<file path="src/rtl/elevator_datapath_if.sv">
// elevator_datapath_if
//   Bundles the signals between one elevator car's datapath and its
//   surroundings (button panel and control FSM).
//   master : drives btn/up/down/open, observes the datapath status
//   slave  : the datapath itself
//   Signals:
//     btn            N_FLOORS  call buttons, level, bit k = call at floor k
//     up/down/open   1         commands from the control FSM
//     request_i      1         pending call at the current floor
//     request_j_gt_i 1         any pending call above the current floor
//     request_j_lt_i 1         any pending call below the current floor
//     floor          FW        current floor
//     pending        N_FLOORS  latched call register
//     arrive         1         one-cycle pulse when floor changes
//     dir_err        1         sticky illegal-command flag
interface elevator_datapath_if #(
  parameter int N_FLOORS = 8
);
  localparam int FW = (N_FLOORS > 1) ? $clog2(N_FLOORS) : 1;

  logic [N_FLOORS-1:0] btn;
  logic                up;
  logic                down;
  logic                open;
  logic                request_i;
  logic                request_j_gt_i;
  logic                request_j_lt_i;
  logic [FW-1:0]       floor;
  logic [N_FLOORS-1:0] pending;
  logic                arrive;
  logic                dir_err;

  modport master (
    output btn, up, down, open,
    input  request_i, request_j_gt_i, request_j_lt_i, floor, pending, arrive, dir_err
  );

  modport slave (
    input  btn, up, down, open,
    output request_i, request_j_gt_i, request_j_lt_i, floor, pending, arrive, dir_err
  );
endinterface

</file>
<file path="src/rtl/elevator_datapath.sv">
// elevator_datapath
//   Datapath partner of the elevator control FSM for one car: latches floor
//   calls, tracks the car's floor and reports where pending calls lie relative
//   to the car.
//   Ports:
//     clk    in  system clock, rising edge
//     rst_n  in  asynchronous active-low reset (synchronous release expected)
//     bus    elevator_datapath_if.slave (btn/up/down/open in; request_i,
//            request_j_gt_i, request_j_lt_i, floor, pending, arrive, dir_err out)
//   Configuration macro:
//     ELEV_TRAVEL_TIMER_EN  when defined, a floor step needs TRAVEL_CYCLES
//                           consecutive cycles of a legal command; when
//                           undefined the car steps one floor per cycle and
//                           no travel counter exists.
module elevator_datapath #(
  parameter int N_FLOORS      = 8,
  parameter int RESET_FLOOR   = 0,
  parameter int TRAVEL_CYCLES = 16
) (
  input  logic                clk,
  input  logic                rst_n,
  elevator_datapath_if.slave  bus
);

  localparam int FW = (N_FLOORS > 1) ? $clog2(N_FLOORS) : 1;
  localparam logic [FW-1:0] TOP_FLOOR = FW'(N_FLOORS - 1);
  localparam logic [FW-1:0] BOT_FLOOR = {FW{1'b0}};
  localparam logic [FW-1:0] RST_FLOOR = FW'(RESET_FLOOR);
  localparam logic [N_FLOORS-1:0] ONE_HOT0 = {{(N_FLOORS-1){1'b0}}, 1'b1};

  localparam logic [0:0] S_IDLE   = 1'b0;
  localparam logic [0:0] S_TRAVEL = 1'b1;

  // Reject nonsensical parameter sets at elaboration time.
  generate
    if (N_FLOORS < 2 || RESET_FLOOR < 0 || RESET_FLOOR >= N_FLOORS || TRAVEL_CYCLES < 2) begin : g_bad_params
      $error("elevator_datapath: illegal parameter combination");
    end
  endgenerate

  logic [N_FLOORS-1:0] pending_r;
  logic [FW-1:0]       floor_r;
  logic                arrive_r;
  logic                dir_err_r;
  logic [0:0]          state_r;
  logic                dir_up_r;

  logic                up_cmd_s;
  logic                dn_cmd_s;
  logic                leg_up_s;
  logic                leg_dn_s;
  logic                err_s;
  logic                go_s;
  logic                step_s;
  logic                dir_nxt_s;
  logic [0:0]          state_nxt_s;
  logic                tc_hit_s;
  logic [N_FLOORS-1:0] clr_mask_s;
  logic                gt_s;
  logic                lt_s;

  // open overrides motion; a simultaneous up+down is no command at all.
  assign up_cmd_s = bus.up & ~bus.down & ~bus.open;
  assign dn_cmd_s = bus.down & ~bus.up & ~bus.open;
  // Saturate at the shaft ends: a command pointing off the end never moves the car.
  assign leg_up_s = up_cmd_s & (floor_r != TOP_FLOOR);
  assign leg_dn_s = dn_cmd_s & (floor_r != BOT_FLOOR);
  assign err_s    = (bus.up & bus.down)
                  | (bus.up & (floor_r == TOP_FLOOR))
                  | (bus.down & (floor_r == BOT_FLOOR));

  assign clr_mask_s = bus.open ? (ONE_HOT0 << floor_r) : {N_FLOORS{1'b0}};

`ifdef ELEV_TRAVEL_TIMER_EN
  localparam int CW = $clog2(TRAVEL_CYCLES);
  localparam logic [CW-1:0] TERM_CNT = CW'(TRAVEL_CYCLES - 1);

  logic [CW-1:0] cnt_r;
  logic [CW-1:0] cnt_cur_s;

  // The accepting cycle in S_IDLE counts as the first travel cycle, so the
  // car steps on the TRAVEL_CYCLES-th consecutive cycle of the command.
  assign cnt_cur_s = (state_r == S_TRAVEL) ? cnt_r : {CW{1'b0}};
  assign tc_hit_s  = (cnt_cur_s == TERM_CNT);

  // Travel counter: counts while moving, cleared on a step or when motion stops.
  always_ff @(posedge clk or negedge rst_n) begin
    if (!rst_n) begin
      cnt_r <= {CW{1'b0}};
    end else if (go_s && !tc_hit_s) begin
      cnt_r <= cnt_cur_s + CW'(1);
    end else begin
      cnt_r <= {CW{1'b0}};
    end
  end
`else
  assign tc_hit_s = 1'b1;
`endif

  // Motion FSM next state: keep travelling only while the latched direction stays legal.
  always_comb begin
    go_s      = 1'b0;
    dir_nxt_s = dir_up_r;
    case (state_r)
      S_IDLE: begin
        if (leg_up_s || leg_dn_s) begin
          go_s      = 1'b1;
          dir_nxt_s = leg_up_s;
        end else begin
          go_s      = 1'b0;
          dir_nxt_s = dir_up_r;
        end
      end
      S_TRAVEL: begin
        if (dir_up_r ? leg_up_s : leg_dn_s) begin
          go_s = 1'b1;
        end else begin
          go_s = 1'b0;
        end
      end
      default: begin
        go_s      = 1'b0;
        dir_nxt_s = dir_up_r;
      end
    endcase
    // A reversal lands here with go_s=0 and is picked up fresh from S_IDLE.
    step_s      = go_s & tc_hit_s;
    state_nxt_s = go_s ? S_TRAVEL : S_IDLE;
  end

  // State, floor, call latch and status registers.
  always_ff @(posedge clk or negedge rst_n) begin
    if (!rst_n) begin
      state_r   <= S_IDLE;
      dir_up_r  <= 1'b0;
      floor_r   <= RST_FLOOR;
      pending_r <= {N_FLOORS{1'b0}};
      arrive_r  <= 1'b0;
      dir_err_r <= 1'b0;
    end else begin
      state_r   <= state_nxt_s;
      dir_up_r  <= dir_nxt_s;
      // Clear of the current floor wins over a simultaneous press there.
      pending_r <= (pending_r | bus.btn) & ~clr_mask_s;
      arrive_r  <= step_s;
      dir_err_r <= dir_err_r | err_s;
      if (step_s) begin
        floor_r <= dir_nxt_s ? (floor_r + FW'(1)) : (floor_r - FW'(1));
      end else begin
        floor_r <= floor_r;
      end
    end
  end

  // Split the call register into "above" and "below" the current floor.
  always_comb begin
    gt_s = 1'b0;
    lt_s = 1'b0;
    for (int k = 0; k < N_FLOORS; k++) begin
      if (k > int'(floor_r)) begin
        gt_s = gt_s | pending_r[k];
      end else if (k < int'(floor_r)) begin
        lt_s = lt_s | pending_r[k];
      end else begin
        gt_s = gt_s;
        lt_s = lt_s;
      end
    end
  end

  assign bus.request_i      = pending_r[floor_r];
  assign bus.request_j_gt_i = gt_s;
  assign bus.request_j_lt_i = lt_s;
  assign bus.floor          = floor_r;
  assign bus.pending        = pending_r;
  assign bus.arrive         = arrive_r;
  assign bus.dir_err        = dir_err_r;

endmodule

</file>
<file path="src/flat_wrapper.sv">
// flat-port wrapper written by rule: the top's interface ports become plain ports
module elevator_datapath_flat 
#(
  parameter int N_FLOORS      = 8,
  parameter int RESET_FLOOR   = 0,
  parameter int TRAVEL_CYCLES = 16
)
  (clk, rst_n, bus_btn, bus_up, bus_down, bus_open, bus_request_i, bus_request_j_gt_i, bus_request_j_lt_i, bus_floor, bus_pending, bus_arrive, bus_dir_err);
  elevator_datapath_if #(.N_FLOORS(N_FLOORS)) bus_i ();
  input  logic clk;
  input  logic rst_n;
  input wire logic [$bits(bus_i.btn)-1:0] bus_btn;
  input wire logic [$bits(bus_i.up)-1:0] bus_up;
  input wire logic [$bits(bus_i.down)-1:0] bus_down;
  input wire logic [$bits(bus_i.open)-1:0] bus_open;
  output wire logic [$bits(bus_i.request_i)-1:0] bus_request_i;
  output wire logic [$bits(bus_i.request_j_gt_i)-1:0] bus_request_j_gt_i;
  output wire logic [$bits(bus_i.request_j_lt_i)-1:0] bus_request_j_lt_i;
  output wire logic [$bits(bus_i.floor)-1:0] bus_floor;
  output wire logic [$bits(bus_i.pending)-1:0] bus_pending;
  output wire logic [$bits(bus_i.arrive)-1:0] bus_arrive;
  output wire logic [$bits(bus_i.dir_err)-1:0] bus_dir_err;
  assign bus_i.btn = bus_btn;
  assign bus_i.up = bus_up;
  assign bus_i.down = bus_down;
  assign bus_i.open = bus_open;
  assign bus_request_i = bus_i.request_i;
  assign bus_request_j_gt_i = bus_i.request_j_gt_i;
  assign bus_request_j_lt_i = bus_i.request_j_lt_i;
  assign bus_floor = bus_i.floor;
  assign bus_pending = bus_i.pending;
  assign bus_arrive = bus_i.arrive;
  assign bus_dir_err = bus_i.dir_err;
  elevator_datapath #(.N_FLOORS(N_FLOORS), .RESET_FLOOR(RESET_FLOOR), .TRAVEL_CYCLES(TRAVEL_CYCLES)) u_core (.clk(clk), .rst_n(rst_n), .bus(bus_i));
endmodule
</file>
<file path="config.mk">
export PLATFORM = sky130hd
export DESIGN_NAME = elevator_datapath_flat
export DESIGN_NICKNAME = d
export VERILOG_FILES = /design/src/rtl/elevator_datapath_if.sv /design/src/rtl/elevator_datapath.sv /design/src/flat_wrapper.sv
export SDC_FILE = /design/constraint.sdc
export NUM_CORES = 1
export LEC_CHECK = 0
export CAP_MARGIN = 10
export CELL_PAD_IN_SITES_DETAIL_PLACEMENT = 1
export CELL_PAD_IN_SITES_GLOBAL_PLACEMENT = 2
export CORE_MARGIN = 1.5
export CORE_UTILIZATION = 26
export DETAILED_ROUTE_END_ITERATION = 16
export GPL_TIMING_DRIVEN = 1
export PLACE_DENSITY_LB_ADDON = 0.12
export SLEW_MARGIN = 20
export SYNTH_ARGS = -nofsm -noshare
export SYNTH_HDL_FRONTEND = slang
export SYNTH_SLANG_ARGS = --single-unit
</file>
<file path="constraint.sdc">
create_clock -name clk -period 2.5 [get_ports clk]
set_input_delay 0.5 -clock clk [delete_from_list [all_inputs] [get_ports clk]]
set_output_delay 0.5 -clock clk [all_outputs]
set_load 0.03 [all_outputs]
</file>
After elaboration in Yosys (flattened, before gate mapping)
Index checks and enable logic that the tools add are counted.
- $add $sub $neg: 2
- $mul: 0
- div/mod/pow operators: 0
- magnitude comparators: 15
- eq/ne operators: 2
- shift operators: 1
- multiplexer cells: 31
- bitwise operators: 31
- reduce and logical (&&, ||, !) cells: 3
- operators by type and width (cell ; number):
    $mux W1 ; 27
    $or A1 B1 Y1 ; 15
    $gt A3 B3 Y1 const A ; 4
    $and A1 B1 Y1 ; 9
    $lt A3 B3 Y1 const A ; 3
    $and A8 B8 Y8 ; 1
    $mux W8 ; 1
    $not A8 Y8 ; 1
    $or A8 B8 Y8 ; 1
    $shl A1 B3 Y8 const A ; 1
    $gt A2 B3 Y1 const A ; 2
    $lt A1 B3 Y1 const A ; 2
    $lt A2 B3 Y1 const A ; 2
    $lt A3 B4 Y1 const B ; 1
    $not A1 Y1 ; 4
    $add A3 B1 Y3 const B ; 1
    $bmux W1 S3 ; 1
    $eq A3 B3 Y1 const B ; 1
    $gt A1 B3 Y1 const A ; 1
    $logic_not A3 Y1 ; 1
    $mux W3 ; 1
    $ne A3 B3 Y1 const B ; 1
    $reduce_bool A3 Y1 ; 1
    $sub A3 B1 Y3 const B ; 1
    other kinds (2) ; 2
- bits in registers: 15
- bits in latches: 0
- memory bits (writable): 0
- memory bits (read-only): 0
- logic and storage cells: 91
- memories: 0

Longest topological paths before layout
- depth after elaboration: 20
- mapped depth: 9
- mapped depth without buffers: 8

Worst setup path after synthesis
Ideal clock, no wire load.
- path type: register -> output
- start: register u_core.floor_r[0] (netlist: u_core.bus.floor[0])
- end: output port bus_request_j_gt_i
- arrival time: 2328 ps
- required time: 2000 ps
- path slack: -328 ps
- cell stages (with the launch flop): 9
- path buffers: 1
- path through: dfrtp_1 -> clkbuf_1 -> inv_1 -> ha_1 -> a21oi_1 -> nand2_1 -> o21ai_0 -> nor4_1 -> o21ai_0
- longest elaborated chain between the ends: 14
- RTL lines (element ; RTL line ; source):
    from (decl) ; elevator_datapath.sv:42 ; logic [FW-1:0] floor_r;
    from (signal assigned) ; elevator_datapath.sv:148 ; floor_r <= dir_nxt_s ? (floor_r + FW'(1)) : (floor_r - FW'(1));
    from (signal assigned) ; elevator_datapath.sv:150 ; floor_r <= floor_r;
    $gt A1 B3 Y1 ; elevator_datapath.sv:160 ; if (k > int'(floor_r)) begin
    $mux W1 ; elevator_datapath.sv:160 ;
    $or A1 B1 Y1 ; elevator_datapath.sv:161 ; gt_s = gt_s | pending_r[k];
    $mux W1 ; elevator_datapath.sv:160 ;
    $or A1 B1 Y1 ; elevator_datapath.sv:161 ;
    $mux W1 ; elevator_datapath.sv:160 ;
    $or A1 B1 Y1 ; elevator_datapath.sv:161 ;
    $mux W1 ; elevator_datapath.sv:160 ;
    $or A1 B1 Y1 ; elevator_datapath.sv:161 ;
    $mux W1 ; elevator_datapath.sv:160 ;
    $or A1 B1 Y1 ; elevator_datapath.sv:161 ;
    $mux W1 ; elevator_datapath.sv:160 ;
    $or A1 B1 Y1 ; elevator_datapath.sv:161 ;
    $mux W1 * ; elevator_datapath.sv:160 ;
    to (decl) ; flat_wrapper.sv:17 ; output wire logic [$bits(bus_i.request_j_gt_i)-1:0] bus_request_j_gt_i;
Mark *: on every way between the ends. The rest lies on a longest branch, timed or not.

Worst setup path after layout
- start: register u_core.floor_r[1] (netlist: u_core.bus.floor[1])
- end: output port bus_request_i
- longest elaborated chain between the ends: 2
- RTL lines (element ; RTL line ; source):
    $bmux W1 S3 ; elevator_datapath.sv:171 ; assign bus.request_i = pending_r[floor_r];
    $mux W1 (implied by the code) ; elevator_datapath.sv:171 ;
    to (decl) ; flat_wrapper.sv:16 ; output wire logic [$bits(bus_i.request_i)-1:0] bus_request_i;
No other way between the ends. The select of a mux whose other input is x is not followed.

==> run_results.csv <==
group,metric,value,unit
outcome,status,"complete, no violations",
global_route,grt_pass1_vias,903,
die,ioPinCount,29,
timing,grt_setup_unrepaired,"yes",
global_route,grt_usage,17.1,%
timing,finalCritPeriodShare,99.6,%
die,coreArea,0.00315,mm²
pwr,ir_drop,544,µV
hold_path,min_to,"u_core.bus.dir_err",
timing,slew_viol_final,0,
logic_synthesis,synth_ff_type,"dfrtp_1",
drt,first_pass_iters,4,
placed_design,pre_cts_slack,-8.42,ps
placed_design,place_area,0.00130,mm²
drt,drtIter0Drc,46,
setup_path,crit_path_max_incr_delay,480,ps
die,die_w,61.3,µm
drt,wl,2910,µm
setup_path,regToRegSetupSlack,100,ps
pwr,p_leak,0.582,nW
clock_tree,cts_max_level,1,
setup_path,cp-end-kind,"primary output",
logic_synthesis,synth_nets,118,
setup_path,crit-reg2reg-launch,"u_core.bus.floor[1]",
logic_synthesis,ys_seq_area_share,39.6,%
die,die_y,61.3,µm
timing,relSlewSlack,54.1,%
placed_design,globalplace.congestion,0.783,
drt,drcViolationCount,0,
logic_synthesis,syn_avg_cell_area,9.03,µm²
clock_tree,ctsRootBufferMaster,"clkbuf_4",
layout,fin_util,44.0,%
clock_tree,cts.reportedPaths.clkPinSlew,100,ps
timing,fmax,402,MHz
timing,setup_violations,0,
clock_tree,ctsHoldBuffers,0,
layout,multiInputGateArea,509,µm²
layout,mostFrequentLayoutCell,"clkdlybuf4s50_1",
timing,clock_skew,4.00,ps
logic_synthesis,synth.top_cell.area_share,39.6,%
global_route,grt_first_pass_wirelength,4560,µm
layout,drive_gt1_share,21.8,%
die,fp-row-count,20,
hold_path,min_path_type,"flip-flop to flip-flop",
layout,nFillCells,394,
drt,via_count,896,
logic_synthesis,yosys_register_bits,14,
logic_synthesis,synth_area,885,µm²
timing,tightest_slew,687,ps
setup_path,crit_family,"buffers and inverters",
die,start_util,28.1,%
setup_path,cp_data_arrival_time,1990,ps
logic_synthesis,async_flop_share,100,%
drt,avgViaCountPerCell,4.82,
setup_path,rr_endpoint,"u_core.bus.floor[2]",
placed_design,io_buffer_count,28,
timing,hold_violations,0,
timing,hold_slack,498,ps
clock_tree,cts_buffers,3,
layout,diodes,0,
pwr,p_per_area,1270,mW/mm²
logic_synthesis,yosysTopAreaCell,"dfrtp_1",
clock_tree,clkSinkCount,14,
timing,fin_ws,10.4,ps
clock_tree,clockBufferDepth,2,
clock_tree,clk_latency,290,ps
hold_path,hp-start,"u_core.bus.dir_err",
logic_synthesis,synth_cell_types,29,
global_route,antenna_found_initial,0,
global_route,grt_max_degree,15,
global_route,grt-ovfl-total,0,
layout,fin_nets,163,
run,cap_viol_max_count,0,
clock_tree,cts_tree,"done",
setup_path,crit_fanout,5,
logic_synthesis,yosysWarnings,0,
logic_synthesis,synth_edf_count,0,
drt,route.detailed.wl_per_inst,15.6,µm
setup_path,required,2000,ps
hold_path,whs_path_depth,1,
logic_synthesis,synthCells,98,
layout,design_area,0.00139,mm²
drt,ant_nets,0,
layout,syn_to_final_growth,56.7,%
layout,layout_common_cells,"clkdlybuf4s50_1, buf_4, nor2_1, a21oi_1, dfrtp_1",
setup_path,slowest_stage,"dfrtp_2",
timing,timing.setup.tns,0,ps
setup_path,startpoint_type,"flip-flop",
setup_path,critical_path_buf_inv_count,3,
setup_path,path_class,"flip-flop to primary output",
timing,period_needed,2490,ps
setup_path,crit_chain,"buf_4, buf_4, nor3b_1, a21oi_1, nor2_1, a21oi_1, o31ai_1, clkdlybuf4s15_1",
layout,register_area,352,µm²
setup_path,rr_worst_depth,8,
logic_synthesis,netlist_top_cells_area,"dfrtp_1, ha_1, a21oi_1",
placed_design,dp_hpwl,2200,µm
die,dieArea,0.00376,mm²
-- worst register-to-register path, stage by stage (launching register included) --
cell       delay (ps)
dfrtp_2           480
ha_1              230
ha_1              210
buf_4             150
or4b_1            490
a21oi_2           160
o21bai_4          170
nor3_2             70
a2111oi_2         330
-- report_power, final --
group,switching [mW],internal (mW),leakage [nW]
Combinational,0.623,0.532,0.418
Clock,0.0887,0.0888,0.0210
Sequential,0.126,0.306,0.144
Total,0.838,0.927,0.582
-- final cells by class --
cell class	instances	share of cell area [%]
Timing Repair Buffer	43	29.2
Tap cell	44	3.97
Clock buffer	4	2.62
Multi-Input combinational cell	73	36.7
Inverter	8	2.17
Sequential cell	14	25.4
-- worst max path at each step --
| stage | from | endpoint | slack, ps | cells after the start |
|---|---|---|---|---|
| 4_1_cts | u_core.bus.floor[0] | bus_request_j_gt_i | -90 | 8 |
| 6_report | u_core.bus.floor[1] | bus_request_i | 10 | 8 |
| 3_5_place_dp | u_core.bus.floor[1] | bus_request_j_gt_i | -8 | 6 |
| 5_1_grt | u_core.bus.floor[1] | bus_request_i | -130 | 8 |
| 2_1_floorplan | u_core.bus.floor[0] | u_core.bus.floor[2] | 40 | 8 |
| 3_3_place_gp | u_core.bus.floor[1] | bus_request_j_gt_i | 60 | 6 |
-- flip-flops by register name, summed over array words and instances, names as in the netlist --
name                count
u_core.dir_up_r         1
u_core.bus.arrive       1
u_core.bus.pending      8
u_core.bus.floor        3
u_core.bus.dir_err      1
-- per-layer routing --
| metal | vias to the layer above | GRT usage, % | share of wire, % |
|---|---|---|---|
| li1 | 435 | - | - |
| met1 | 437 | 22.1 | 45 |
| met2 | 19 | 28.6 | 49 |
| met3 | 5 | 3.57 | 4.1 |
| met4 | 0 | 5.47 | 1.6 |
| met5 | - | 0 | 0 |
-- synth_stat cells, drive strengths merged, types with 2 or more instances --
library cell / n
o21ai: 4
o21bai: 2
a31oi: 5
nor2: 13
nor2b: 3
nor4: 2
o22ai: 3
inv: 8
clkbuf: 3
nand2: 5
nor3: 2
dfrtp: 14
a21oi: 14
mux2i: 2
ha: 7
-- through the flow --
step | power (mW) | instances
final | 1.76 | 186
after global routing | 1.91 | 186
after CTS | 1.69 | 183
after detailed placement | 1.52 | 179
after global placement | 1.49 | 179
after floorplan | 1.03 | 98
-- logic make-up (layout without fill, tap and decap cells) --
family	Yosys count	in the layout	share of synthesized area (%)
adder cells (fa/ha/maj)	7	7	9.90
AO/OA/AOI/OAI	32	32	23.8
buffers and inverters	11	55	4.67
flip-flops	14	14	39.6
multiplexers	3	3	3.54
AND/OR/NAND/NOR	29	29	16.5
XOR/XNOR	2	2	1.98
-- repair_timing --
action | 4_1_cts | 5_1_grt
pin swaps | 0 | 2
setup buffers | 0 | 3
hold endpoints to repair | 0 | 0
endpoints found under the setup margin | 2 | 1
resized for setup | 3 | 11
Power figures use the tool's default switching activity.
